**src/rtl/hazard_pkg.sv**
```systemverilog
// Shared types and helpers for the hazard/forwarding scoreboard.
// The optional forwarding path is enabled by the HAZ_FWD_EN macro; see hazard_scoreboard.
package hazard_pkg;

    // Widest supported register address; narrower addresses are zero-extended.
    localparam int unsigned DST_W    = 8;
    // Entry index width: LAT is at most 8.
    localparam int unsigned K_W      = 3;
    localparam int unsigned FWD_NONE = 0;

    typedef struct packed {
        logic             valid;
        logic             wr;
        logic             load;
        logic [DST_W-1:0] dst;
    } sb_entry_t;

    function automatic int unsigned sel_width(input int unsigned lat);
        return $clog2(lat + 1);
    endfunction

endpackage

```
**src/rtl/haz_match.sv**
```systemverilog
// Per-operand scoreboard lookup: finds the youngest in-flight writer of a source register.
// Register 0 and unused sources never match.
module haz_match
    import hazard_pkg::*;
#(
    parameter int unsigned LAT    = 3,
    parameter int unsigned REG_AW = 5
) (
    input  sb_entry_t          sb [LAT],
    input  logic [REG_AW-1:0]  src,
    input  logic               use_src,
    output logic               hit,
    output logic [K_W-1:0]     k,
    output logic               load
);

    always_comb begin
        hit  = 1'b0;
        k    = '0;
        load = 1'b0;
        // Scan oldest to youngest so the youngest match overwrites earlier ones.
        for (int unsigned i = LAT; i > 0; i--) begin
            if (use_src && (src != '0) && sb[i-1].valid && sb[i-1].wr &&
                (sb[i-1].dst == DST_W'(src))) begin
                hit  = 1'b1;
                k    = K_W'(i - 1);
                load = sb[i-1].load;
            end
        end
    end

endmodule

```
**src/rtl/hazard_scoreboard.sv**
```systemverilog
// Hazard and forwarding controller: stall on load-use, flush on redirect, registered EX selects.
// Define HAZ_FWD_EN for forwarding; otherwise every in-flight dependency stalls until retired.
module hazard_scoreboard
    import hazard_pkg::*;
#(
    parameter int unsigned REG_AW   = 5,
    parameter int unsigned LAT      = 3,
    parameter int unsigned LOAD_STG = 1,
    parameter int unsigned BR_STG   = 1,
    parameter int unsigned CNT_W    = 16,
    parameter int unsigned SEL_W    = sel_width(LAT)
) (
    input  logic              clk,
    input  logic              arst,
    input  logic              enable,
    input  logic              id_valid,
    input  logic [REG_AW-1:0] id_rs,
    input  logic [REG_AW-1:0] id_rt,
    input  logic              id_use_rs,
    input  logic              id_use_rt,
    input  logic [REG_AW-1:0] id_dst,
    input  logic              id_reg_write,
    input  logic              id_mem_read,
    input  logic              br_taken,
    output logic              stall,
    output logic              flush,
    output logic              id_byp_a,
    output logic              id_byp_b,
    output logic [SEL_W-1:0]  ex_fwd_a,
    output logic [SEL_W-1:0]  ex_fwd_b,
    output logic [CNT_W-1:0]  stall_cnt,
    output logic [CNT_W-1:0]  flush_cnt
);

    localparam logic [K_W-1:0] K_LOAD = K_W'(LOAD_STG);

    sb_entry_t          sb [LAT];
    sb_entry_t          new_entry;
    logic               hit_a, hit_b, load_a, load_b;
    logic [K_W-1:0]     k_a, k_b;
    logic               lu_a, lu_b, stall_req, issue;

    haz_match #(.LAT(LAT), .REG_AW(REG_AW)) u_match_a (
        .sb(sb), .src(id_rs), .use_src(id_valid & id_use_rs),
        .hit(hit_a), .k(k_a), .load(load_a)
    );

    haz_match #(.LAT(LAT), .REG_AW(REG_AW)) u_match_b (
        .sb(sb), .src(id_rt), .use_src(id_valid & id_use_rt),
        .hit(hit_b), .k(k_b), .load(load_b)
    );

    assign lu_a = hit_a && load_a && (k_a < K_LOAD);
    assign lu_b = hit_b && load_b && (k_b < K_LOAD);

`ifdef HAZ_FWD_EN
    localparam logic [K_W-1:0] K_LAST = K_W'(LAT - 1);

    logic [SEL_W-1:0] fwd_nxt_a, fwd_nxt_b;

    assign stall_req = lu_a || lu_b;
    assign id_byp_a  = hit_a && (k_a == K_LAST);
    assign id_byp_b  = hit_b && (k_b == K_LAST);
    assign fwd_nxt_a = (hit_a && (k_a != K_LAST)) ? SEL_W'(k_a + K_W'(1)) : SEL_W'(FWD_NONE);
    assign fwd_nxt_b = (hit_b && (k_b != K_LAST)) ? SEL_W'(k_b + K_W'(1)) : SEL_W'(FWD_NONE);

    always_ff @(posedge clk or posedge arst) begin
        if (arst) begin
            ex_fwd_a <= '0;
            ex_fwd_b <= '0;
        end else if (enable) begin
            ex_fwd_a <= issue ? fwd_nxt_a : '0;
            ex_fwd_b <= issue ? fwd_nxt_b : '0;
        end
    end
`else
    // Load-use terms are subsumed by any hit; kept so both builds share one stall path.
    assign stall_req = hit_a || hit_b || lu_a || lu_b;
    assign id_byp_a  = 1'b0;
    assign id_byp_b  = 1'b0;
    assign ex_fwd_a  = '0;
    assign ex_fwd_b  = '0;
`endif

    assign flush = br_taken;
    assign stall = stall_req && !br_taken;
    assign issue = id_valid && !stall && !br_taken;

    always_comb begin
        new_entry       = '0;
        new_entry.valid = issue;
        new_entry.wr    = id_reg_write;
        new_entry.load  = id_mem_read;
        new_entry.dst   = DST_W'(id_dst);
    end

    always_ff @(posedge clk or posedge arst) begin
        if (arst) begin
            for (int unsigned i = 0; i < LAT; i++) begin
                sb[i] <= '0;
            end
            stall_cnt <= '0;
            flush_cnt <= '0;
        end else if (enable) begin
            sb[0] <= issue ? new_entry : '0;
            // Entries younger than the resolving branch are squashed as they shift.
            for (int unsigned i = 1; i < LAT; i++) begin
                sb[i] <= sb[i-1];
                if (br_taken && ((i - 1) < BR_STG)) begin
                    sb[i].valid <= 1'b0;
                end
            end
            if (stall && (stall_cnt != '1)) begin
                stall_cnt <= stall_cnt + 1'b1;
            end
            if (flush && (flush_cnt != '1)) begin
                flush_cnt <= flush_cnt + 1'b1;
            end
        end
    end

endmodule

```
**config.mk**
```make
export PLATFORM = sky130hd
export DESIGN_NAME = hazard_scoreboard
export DESIGN_NICKNAME = d
export VERILOG_FILES = /design/src/rtl/hazard_pkg.sv /design/src/rtl/haz_match.sv /design/src/rtl/hazard_scoreboard.sv
export SDC_FILE = /design/constraint.sdc
export NUM_CORES = 1
export LEC_CHECK = 0
export BUFFER_PORTS_ARGS = -buffer_cell sky130_fd_sc_hd__buf_2
export CAP_MARGIN = 20
export CORE_MARGIN = 1.5
export CORE_UTILIZATION = 53
export CTS_CLUSTER_SIZE = 8
export DETAILED_ROUTE_END_ITERATION = 8
export PLACE_DENSITY_LB_ADDON = 0.3
export SYNTH_ARGS = -nofsm -noshare
export SYNTH_HDL_FRONTEND = slang
export SYNTH_SLANG_ARGS = --single-unit
```
**constraint.sdc**
```tcl
create_clock -name clk -period 2.38 [get_ports clk]
set_clock_uncertainty 0.05 [all_clocks]
set_input_delay 0.119 -clock clk [delete_from_list [all_inputs] [get_ports clk]]
set_output_delay 0.119 -clock clk [all_outputs]
set_load 0.02 [all_outputs]
```
==> flow_summary.json, run 1 <==
{
  "status": "completed",
  "first_global_vias": 1914,
  "path_clk_slew_ns": 0.09,
  "holdPathEnd": "flush_cnt[2]",
  "synthArstFlopShare_pct": 100,
  "grt_pass1_wl_um": 8500,
  "synth_compound_area_share_pct": 4.07,
  "route.detailed.drc": 0,
  "synthAdderAreaFrac_pct": 0.935,
  "synthCells": 236,
  "ant_nets": 0,
  "yosys_warnings": 0,
  "synth-edff-count": 0,
  "layout_commonest_cell": "buf_2",
  "crit_path_end_kind": "flop",
  "crit_type": "reg -> reg",
  "critPathMaxFanout": 9,
  "arrival_ns": 2.41,
  "cts_root_buf": "clkbuf_8",
  "final_cell_mix": "buf_2, dfrtp_1, xor2_1",
  "yosys.area_share.simple_pct": 15.9,
  "r2r_start": "sb[3]",
  "max_freq_mhz": 448,
  "min_from": "br_taken",
  "dieArea_sq_mm": 0.00548,
  "setup_slack_ns": 0.148,
  "clk_path_buf_depth": 2,
  "rrSetupSlack_ns": 0.15,
  "tns_ns": 0,
  "cts_buffers": 5,
  "rr_endpoint": "stall_cnt[10]",
  "peakVddDrop_mv": 0.314,
  "routedWlPerCell_um": 14.0,
  "hold_depth": 3,
  "setup_viol": 0,
  "cts.htree.levels": 2,
  "first_pass_iters": 4,
  "start_kind": "flop",
  "die_h_um": 74.1,
  "vias": 1977,
  "slew_violations": 0,
  "utilization_pct": 67.6,
  "ys_seq_area_share_pct": 49.6,
  "diodes": 0,
  "core_area_sq_mm": 0.00479,
  "drive_gt1_share_pct": 31.2,
  "vias_per_cell": 5.27,
  "critPathRequiredTime_ns": 2.56,
  "floorplan.initialDensity_pct": 55.9,
  "synth-main-ff-cell": "dfrtp_1",
  "die_w_um": 74.1,
  "nFillCells": 398,
  "ios": 64,
  "timing.final.crit_share_pct": 93.8,
  "synth-xor-area-share_pct": 19.6,
  "design_area_sq_mm": 0.00324,
  "worst_slew_pin_slew_ns": 0.568,
  "grt_max_degree": 29,
  "ys_ff_latch": 53,
  "gp_congestion": 0.794,
  "synth_area_per_cell_sq_um": 11.3,
  "fp-row-count": 25,
  "grt_util_all_layers_pct": 20.4,
  "fin_nets": 333,
  "ff2ff_path_depth": 8,
  "p_per_area_mw_per_mm2": 592,
  "hpwl_um": 3930,
  "cts.sinks": 53,
  "p_total_mw": 1.92,
  "port_buffers": 56,
  "synthMuxAreaShare_pct": 6.31,
  "slew_headroom_pct": 62.1,
  "hp-class": "in -> reg",
  "hold_viol": 0,
  "place_ws_ns": 0.102,
  "gr-total-overflow": 0,
  "post_dp_cell_area_sq_mm": 0.00304,
  "syn_to_final_growth_pct": 20.9,
  "initialDrtViolationCount": 70,
  "maxCapViolations": 0,
  "clock_latency_ns": 0.31,
  "p_leak_nw": 1.66,
  "wl_um": 5260,
  "syn_area_sq_mm": 0.00268,
  "synth_cell_types": 36,
  "antenna_found_initial": 0,
  "synth_top_family_by_area": "XOR/XNOR gates",
  "cts_tree": "yes",
  "postCtsSetupBuffers": 0,
  "period_minus_slack_ns": 2.23
}
[worst max path at each step]
| stage | startpoint | to | slack [ns] | depth (start not counted) |
|---|---|---|---|---|
| 2_1_floorplan | stall_cnt[4] | stall_cnt[1] | 0.13 | 7 |
| 4_1_cts | sb[26] | stall_cnt[10] | 0.07 | 8 |
| 6_report | sb[3] | stall_cnt[10] | 0.15 | 8 |
| 5_1_grt | sb[26] | stall_cnt[10] | -0.04 | 8 |
| 3_3_place_gp | sb[26] | stall_cnt[10] | 0.14 | 8 |
| 3_5_place_dp | sb[26] | stall_cnt[10] | 0.10 | 8 |
[power breakdown]
| part | internal, mW | total, mW | switching, mW |
|---|---|---|---|
| sequential | 0.973 | 1.07 | 0.0933 |
| clock | 0.209 | 0.491 | 0.283 |
| combinational | 0.158 | 0.359 | 0.201 |
| total | 1.34 | 1.92 | 0.577 |
[routing by layer]
layer | wire, um | track usage, % | up-vias
li1 | - | - | 956
met4 | 55 | 5.56 | 0
met2 | 2500 | 34.1 | 41
met5 | 0 | 0 | -
met1 | 2500 | 26.9 | 973
met3 | 200 | 4.61 | 7
[timing repair]
item / CTS / global route
endpoints found under the setup margin: 0 / 8
gates resized for setup: 0 / 7
hold buffers: 7 / 0
hold endpoints to repair: 32 / 0
[sequential cells by signal (all words and copies together) (netlist names)]
signal / cells
sb: 21
flush_cnt: 16
stall_cnt: 16
[worst max-delay path, cell delays in order, from the launching register on]
cell and delay, ns:
dfrtp_1 0.43, xor2_1 0.17, nor4_1 0.31, nand4_1 0.18
a31oi_2 0.26, o211ai_2 0.15, buf_4 0.20, nor3b_1 0.24
xor2_1 0.16
[Yosys cell counts, types with 2 or more instances]
master | number | area [sq um]
dfrtp_1 | 53 | 1330
xor2_1 | 42 | 368
xnor2_1 | 18 | 158
nor2_1 | 16 | 60.1
mux2_2 | 14 | 158
nand2_1 | 12 | 45.0
nand4_1 | 12 | 75.1
nand3_1 | 9 | 45.0
a22o_1 | 7 | 61.3
buf_4 | 7 | 52.6
nor4_1 | 7 | 43.8
and4_1 | 4 | 35.0
nor3_1 | 3 | 15.0
nor3b_1 | 3 | 22.5
or4_1 | 3 | 22.5
a31oi_1 | 2 | 12.5
buf_2 | 2 | 10.0
ha_1 | 2 | 25.0
inv_1 | 2 | 7.51
o211ai_1 | 2 | 15.0
[stage by stage]
stage / hold slack, ns / cells
after floorplan: 0.197 / 241
after global placement: 0.154 / 360
after detailed placement: 0.167 / 360
after CTS: 0.118 / 375
after global routing: 0.125 / 375
final: 0.111 / 375
[kinds of logic (layout without fill, tap and decap cells)]
logic type | after synthesis | after routing
other | 1 | 6
adder cells (fa/ha/maj) | 2 | 2
buffers and inverters | 15 | 82
AND/OR/NAND/NOR | 77 | 77
AO/OA/AOI/OAI | 13 | 13
XOR/XNOR | 60 | 60
flip-flops | 53 | 53
multiplexers | 15 | 15
[cell type report]
class | instances | area (sq um) | share of cell area, %
clock buffers | 7 | 76.3 | 2.36
flip-flops and latches | 53 | 1330 | 41.0
inverters | 3 | 11.3 | 0.348
well taps | 67 | 83.8 | 2.59
repair buffers | 71 | 410 | 12.7
multi-input cells | 173 | 1320 | 40.8
clock inverters | 1 | 7.51 | 0.232
No activity file was read; power rests on OpenSTA's default activity.
==> run 2: changes to the inputs <==
- CORE_UTILIZATION: 53 -> 55
- SYNTH_HIERARCHICAL: default -> 1
==> run 2 against run 1 <==
Net effect:
- register-to-register slack got worse by 0.09 ns
- combinational power increased by 16%
- global-route usage increased by 1.4 points
- synthesized cell count increased by 14%
- sequential share of layout area decreased by 4.8 points
- total power increased by 4.3%
- worst setup slack got worse by 0.089 ns
- design area increased by 14%
- clock power about the same
- final cell count increased by 14%
- sequential power about the same
- flip-flop and latch count unchanged
- critical path type unchanged
- largest power group unchanged
==> flow_summary.json, run 2 <==
{
  "fp-row-count": 26,
  "p_total_mw": 2.00,
  "status": "completed",
  "hp-class": "in -> reg",
  "crit_chain": "xor2_1 > nor4_1 > nand4_1 > o21ai_1 > nand2b_4 > nor2_4 > nand3b_1 > buf_6 > nor4_4 > xor2_1",
  "dieArea_sq_mm": 0.00588,
  "crit_path_end_kind": "flop",
  "fin_nets": 382,
  "timing.final.crit_share_pct": 97.5,
  "max_freq_mhz": 431,
  "core_area_sq_mm": 0.00517,
  "hpwl_um": 4340,
  "reg_top3": "sb x21, flush_cnt x16, stall_cnt x16",
  "synth_area_per_cell_sq_um": 11.1,
  "arrival_ns": 2.49,
  "cpMaxStageDelayCell": "dfrtp_1",
  "hold_viol": 0,
  "diodes": 0,
  "p_leak_nw": 1.76,
  "slew_violations": 0,
  "seq_area_sq_mm": 0.00133,
  "slew_headroom_pct": 28.8,
  "vias_per_cell": 5.31,
  "setup_slack_ns": 0.0591,
  "route.detailed.drc": 0,
  "clk_path_buf_depth": 2,
  "drive_gt1_share_pct": 33.3,
  "cts_buffers": 5,
  "syn_to_final_growth_pct": 23.0,
  "tns_ns": 0,
  "rsz0062_at_grt": "yes",
  "critPathRequiredTime_ns": 2.55,
  "initialDrtViolationCount": 85,
  "cts_tree": "yes",
  "place_ws_ns": 0.118,
  "cts.htree.levels": 2,
  "gr-total-overflow": 0,
  "largest_reg_flops": 21,
  "port_buffers": 56,
  "worst_slew_pin_slew_ns": 1.06,
  "regMostFlops": "sb",
  "grt_max_degree": 34,
  "synthCells": 268,
  "crit_type": "reg -> reg",
  "final_cell_mix": "buf_2, dfrtp_1, xor2_1",
  "floorplan.initialDensity_pct": 57.8,
  "routedWlPerCell_um": 14.3,
  "grt_util_all_layers_pct": 21.8,
  "die_h_um": 76.7,
  "vias": 2269,
  "period_minus_slack_ns": 2.32,
  "cts_root_buf": "clkbuf_8",
  "setup_viol": 0,
  "slowest_delay_ns": 0.45,
  "ios": 64,
  "first_global_vias": 2244,
  "clock_latency_ns": 0.30,
  "first_pass_iters": 4,
  "path_clk_slew_ns": 0.10,
  "multi_input_comb_area_sq_mm": 0.00176,
  "wl_um": 6120,
  "cp_common_cell": "xor2_1",
  "nFillCells": 384,
  "p_per_area_mw_per_mm2": 544,
  "antenna_found_initial": 0,
  "peakVddDrop_mv": 0.644,
  "layout_commonest_cell": "buf_2",
  "critPathMaxFanout": 4,
  "start_kind": "flop",
  "maxCapViolations": 0,
  "syn_area_sq_mm": 0.00299,
  "yosys_warnings": 6,
  "die_w_um": 76.7,
  "ant_nets": 0,
  "cts.sinks": 53,
  "grt_pass1_wl_um": 10400,
  "gp_congestion": 0.883
}
-- run 2: timing repair --
item / 4_1_cts / 5_1_grt
hold endpoints to repair: 37 / 0
setup buffers: 0 / 3
hold buffers: 7 / 0
resized for setup: 0 / 18
endpoints found under the setup margin: 0 / 10
-- run 2: report_power, final --
| part | internal, mW | leakage, nW | switching (mW) |
|---|---|---|---|
| Clock | 0.209 | 0.0385 | 0.284 |
| Combinational | 0.183 | 1.01 | 0.232 |
| Sequential | 0.980 | 0.707 | 0.110 |
-- run 2: layout make-up --
type                       count  share of cell area [%]
sequential                    53                    36.1
clock buffer                   7                    2.08
clock inverter                 1                   0.204
inverter                       3                   0.306
timing repair buffer          70                    11.1
multi-input combinational    223                    47.8
tap                           70                    2.38
-- run 2: worst max-delay path, delay by kind of cell (launching register included) --
kind / cells / cell delay (ns)
compound gates: 1 / 0.14
xor+xnor: 2 / 0.34
buf+inv: 1 / 0.19
flops: 1 / 0.45
simple gates: 6 / 1.08
-- run 2: worst paths after layout --
path,start,cells past startpoint,endpoint,slack [ns]
max,sb[13],10,stall_cnt[13],0.06
min,br_taken,4,flush_cnt[7],0.26
max reg2reg,sb[13],10,stall_cnt[13],0.06
min reg2reg,stall_cnt[15],1,stall_cnt[15],0.45
max in group asynchronous,arst,4,sb[23],1.22
min in group asynchronous,arst,3,stall_cnt[1],0.42
-- run 2: layer usage --
| layer | vias up | global-route usage, % | wire, um |
|---|---|---|---|
| met4 | 0 | 5.56 | 27 |
| met3 | 2 | 2.98 | 214 |
| li1 | 1117 | - | - |
| met1 | 1096 | 30.0 | 2890 |
| met5 | - | 0 | 0 |
| met2 | 54 | 36.4 | 2980 |
-- run 2: through the flow --
stage               hold slack, ns  cell area [sq um]  utilization, %  instances
floorplan                    0.197               3070               -        291
global placement             0.215               3390            65.6        409
detailed placement           0.219               3390            65.6        409
CTS                          0.253               3550            68.6        424
global route                 0.282               3680            71.1        427
finish                       0.259               3680            71.1        427
==> run 3: changes to the inputs <==
- CORE_UTILIZATION: 55 -> 40
==> run 3 against run 2 <==
Net effect:
- non-clock buffer count fell by 1
- design area rose by 2.8%
- hold slack got worse by 0.030 ns
- sequential power barely moved
- total power rose by 11%
- critical path type unchanged
- largest cell class unchanged
==> flow_summary.json, run 3 (synthesis gave the netlist of run 2 again) <==
{
  "slew_headroom_pct": 37.0,
  "largest_reg_flops": 21,
  "period_minus_slack_ns": 2.26,
  "rrSetupSlack_ns": 0.12,
  "drive_gt1_share_pct": 34.0,
  "route.detailed.drc": 0,
  "crit_family": "simple AND/OR/NAND/NOR gates",
  "layout_commonest_cell": "buf_2",
  "first_pass_iters": 4,
  "hold_viol": 0,
  "die_w_um": 89.4,
  "timing.final.crit_share_pct": 94.8,
  "status": "completed",
  "ant_nets": 0,
  "place_ws_ns": 0.0420,
  "critPathRequiredTime_ns": 2.57,
  "core_area_sq_mm": 0.00725,
  "clock_latency_ns": 0.30,
  "min_from": "enable",
  "peakVddDrop_mv": 0.398,
  "cts_buffers": 5,
  "antenna_found_initial": 0,
  "ios": 64,
  "cts_root_buf": "clkbuf_8",
  "cts_tree": "yes",
  "grt_util_all_layers_pct": 15.8,
  "port_buffers": 56,
  "vias": 2261,
  "critPathMaxFanout": 6,
  "gp_congestion": 0.811,
  "wl_um": 6120,
  "nFillCells": 691,
  "die_h_um": 89.4,
  "grt_pass1_wl_um": 9780,
  "critPathLaunch": "sb[24]",
  "max_freq_mhz": 443,
  "slowest_delay_ns": 0.45,
  "hpwl_um": 4520,
  "worst_slew_pin_slew_ns": 0.938,
  "r2r_start": "sb[24]",
  "initialDrtViolationCount": 60,
  "cts.htree.levels": 2,
  "critical_path_buf_inv_count": 1,
  "p_leak_nw": 1.79,
  "maxCapViolations": 0,
  "floorplan.initialDensity_pct": 41.2,
  "regMostFlops": "sb",
  "routedWlPerCell_um": 13.5,
  "crit_path_end_kind": "flop",
  "tns_ns": 0,
  "diodes": 0,
  "reg_top3": "sb x21, flush_cnt x16, stall_cnt x16",
  "fin_nets": 381,
  "final_cell_mix": "buf_2, dfrtp_1, xor2_1",
  "cpMaxStageDelayCell": "dfrtp_1",
  "slew_violations": 0,
  "p_per_area_mw_per_mm2": 589,
  "syn_to_final_growth_pct": 26.5,
  "hp-class": "in -> reg",
  "setup_viol": 0,
  "arrival_ns": 2.44,
  "gr-total-overflow": 0,
  "setup_slack_ns": 0.124,
  "grt_max_degree": 54,
  "clk_path_buf_depth": 2,
  "crit_chain": "xnor2_1 > nand4_1 > or3_4 > o21ai_1 > nand2b_4 > o21ai_2 > buf_12 > nor4_1 > xor2_1",
  "start_kind": "flop",
  "path_clk_slew_ns": 0.09,
  "fp-row-count": 31,
  "vias_per_cell": 4.97,
  "cts.sinks": 53,
  "first_global_vias": 2012,
  "crit_type": "reg -> reg",
  "dieArea_sq_mm": 0.00800
}
[run 3: final timing paths]
kind,end,cells past startpoint
max in group asynchronous,sb[23],4
hold reg to reg,stall_cnt[15],1
setup / recovery,stall_cnt[10],9
hold / removal,flush_cnt[2],4
min in group asynchronous,flush_cnt[11],4
setup reg to reg,stall_cnt[10],9
[run 3: area by class of cell]
class	instances	area [sq um]	share of cell area (%)
well taps	99	124	3.28
flip-flops and latches	53	1330	35.2
multi-input cells	223	1770	46.8
repair buffers	69	412	10.9
clock inverters	3	65.1	1.72
clock buffers	5	68.8	1.82
inverters	3	11.3	0.298
[run 3: per-stage QoR]
stage | area [sq um] | hold slack [ns] | total power, mW | utilization (%) | std cells
final | 3780 | 0.229 | 2.22 | 52.1 | 455
after global routing | 3780 | 0.254 | 2.34 | 52.1 | 455
after CTS | 3650 | 0.223 | 2.25 | 50.3 | 453
after detailed placement | 3440 | 0.285 | 1.52 | 47.5 | 438
after global placement | 3440 | 0.285 | 1.50 | 47.5 | 438
after floorplan | 3070 | 0.197 | 1.37 | - | 291
[run 3: routing by layer]
layer | vias up | track usage (%) | part of all wire, %
li1 | 1118 | - | -
met1 | 1097 | 22.0 | 48
met2 | 42 | 25.2 | 48
met3 | 4 | 3.32 | 3.8
met4 | 0 | 3.64 | 0.69
met5 | - | 0 | 0
[run 3: timing repair]
action	4_1_cts	5_1_grt
buffers inserted	0	2
endpoints found under the hold margin	59	0
setup endpoints to repair	0	12
resized for setup	0	20
hold buffers	7	0
[run 3: power by group]
| group | internal (mW) | switching [mW] |
|---|---|---|
| Clock | 0.418 | 0.297 |
| Sequential | 0.980 | 0.112 |
| Combinational | 0.184 | 0.233 |
| Total | 1.58 | 0.643 |
[run 3: worst min-delay path, stage by stage]
cell and delay, ns:
buf_2 0.13, nand2_4 0.11, nor3b_1 0.07, xor2_1 0.12
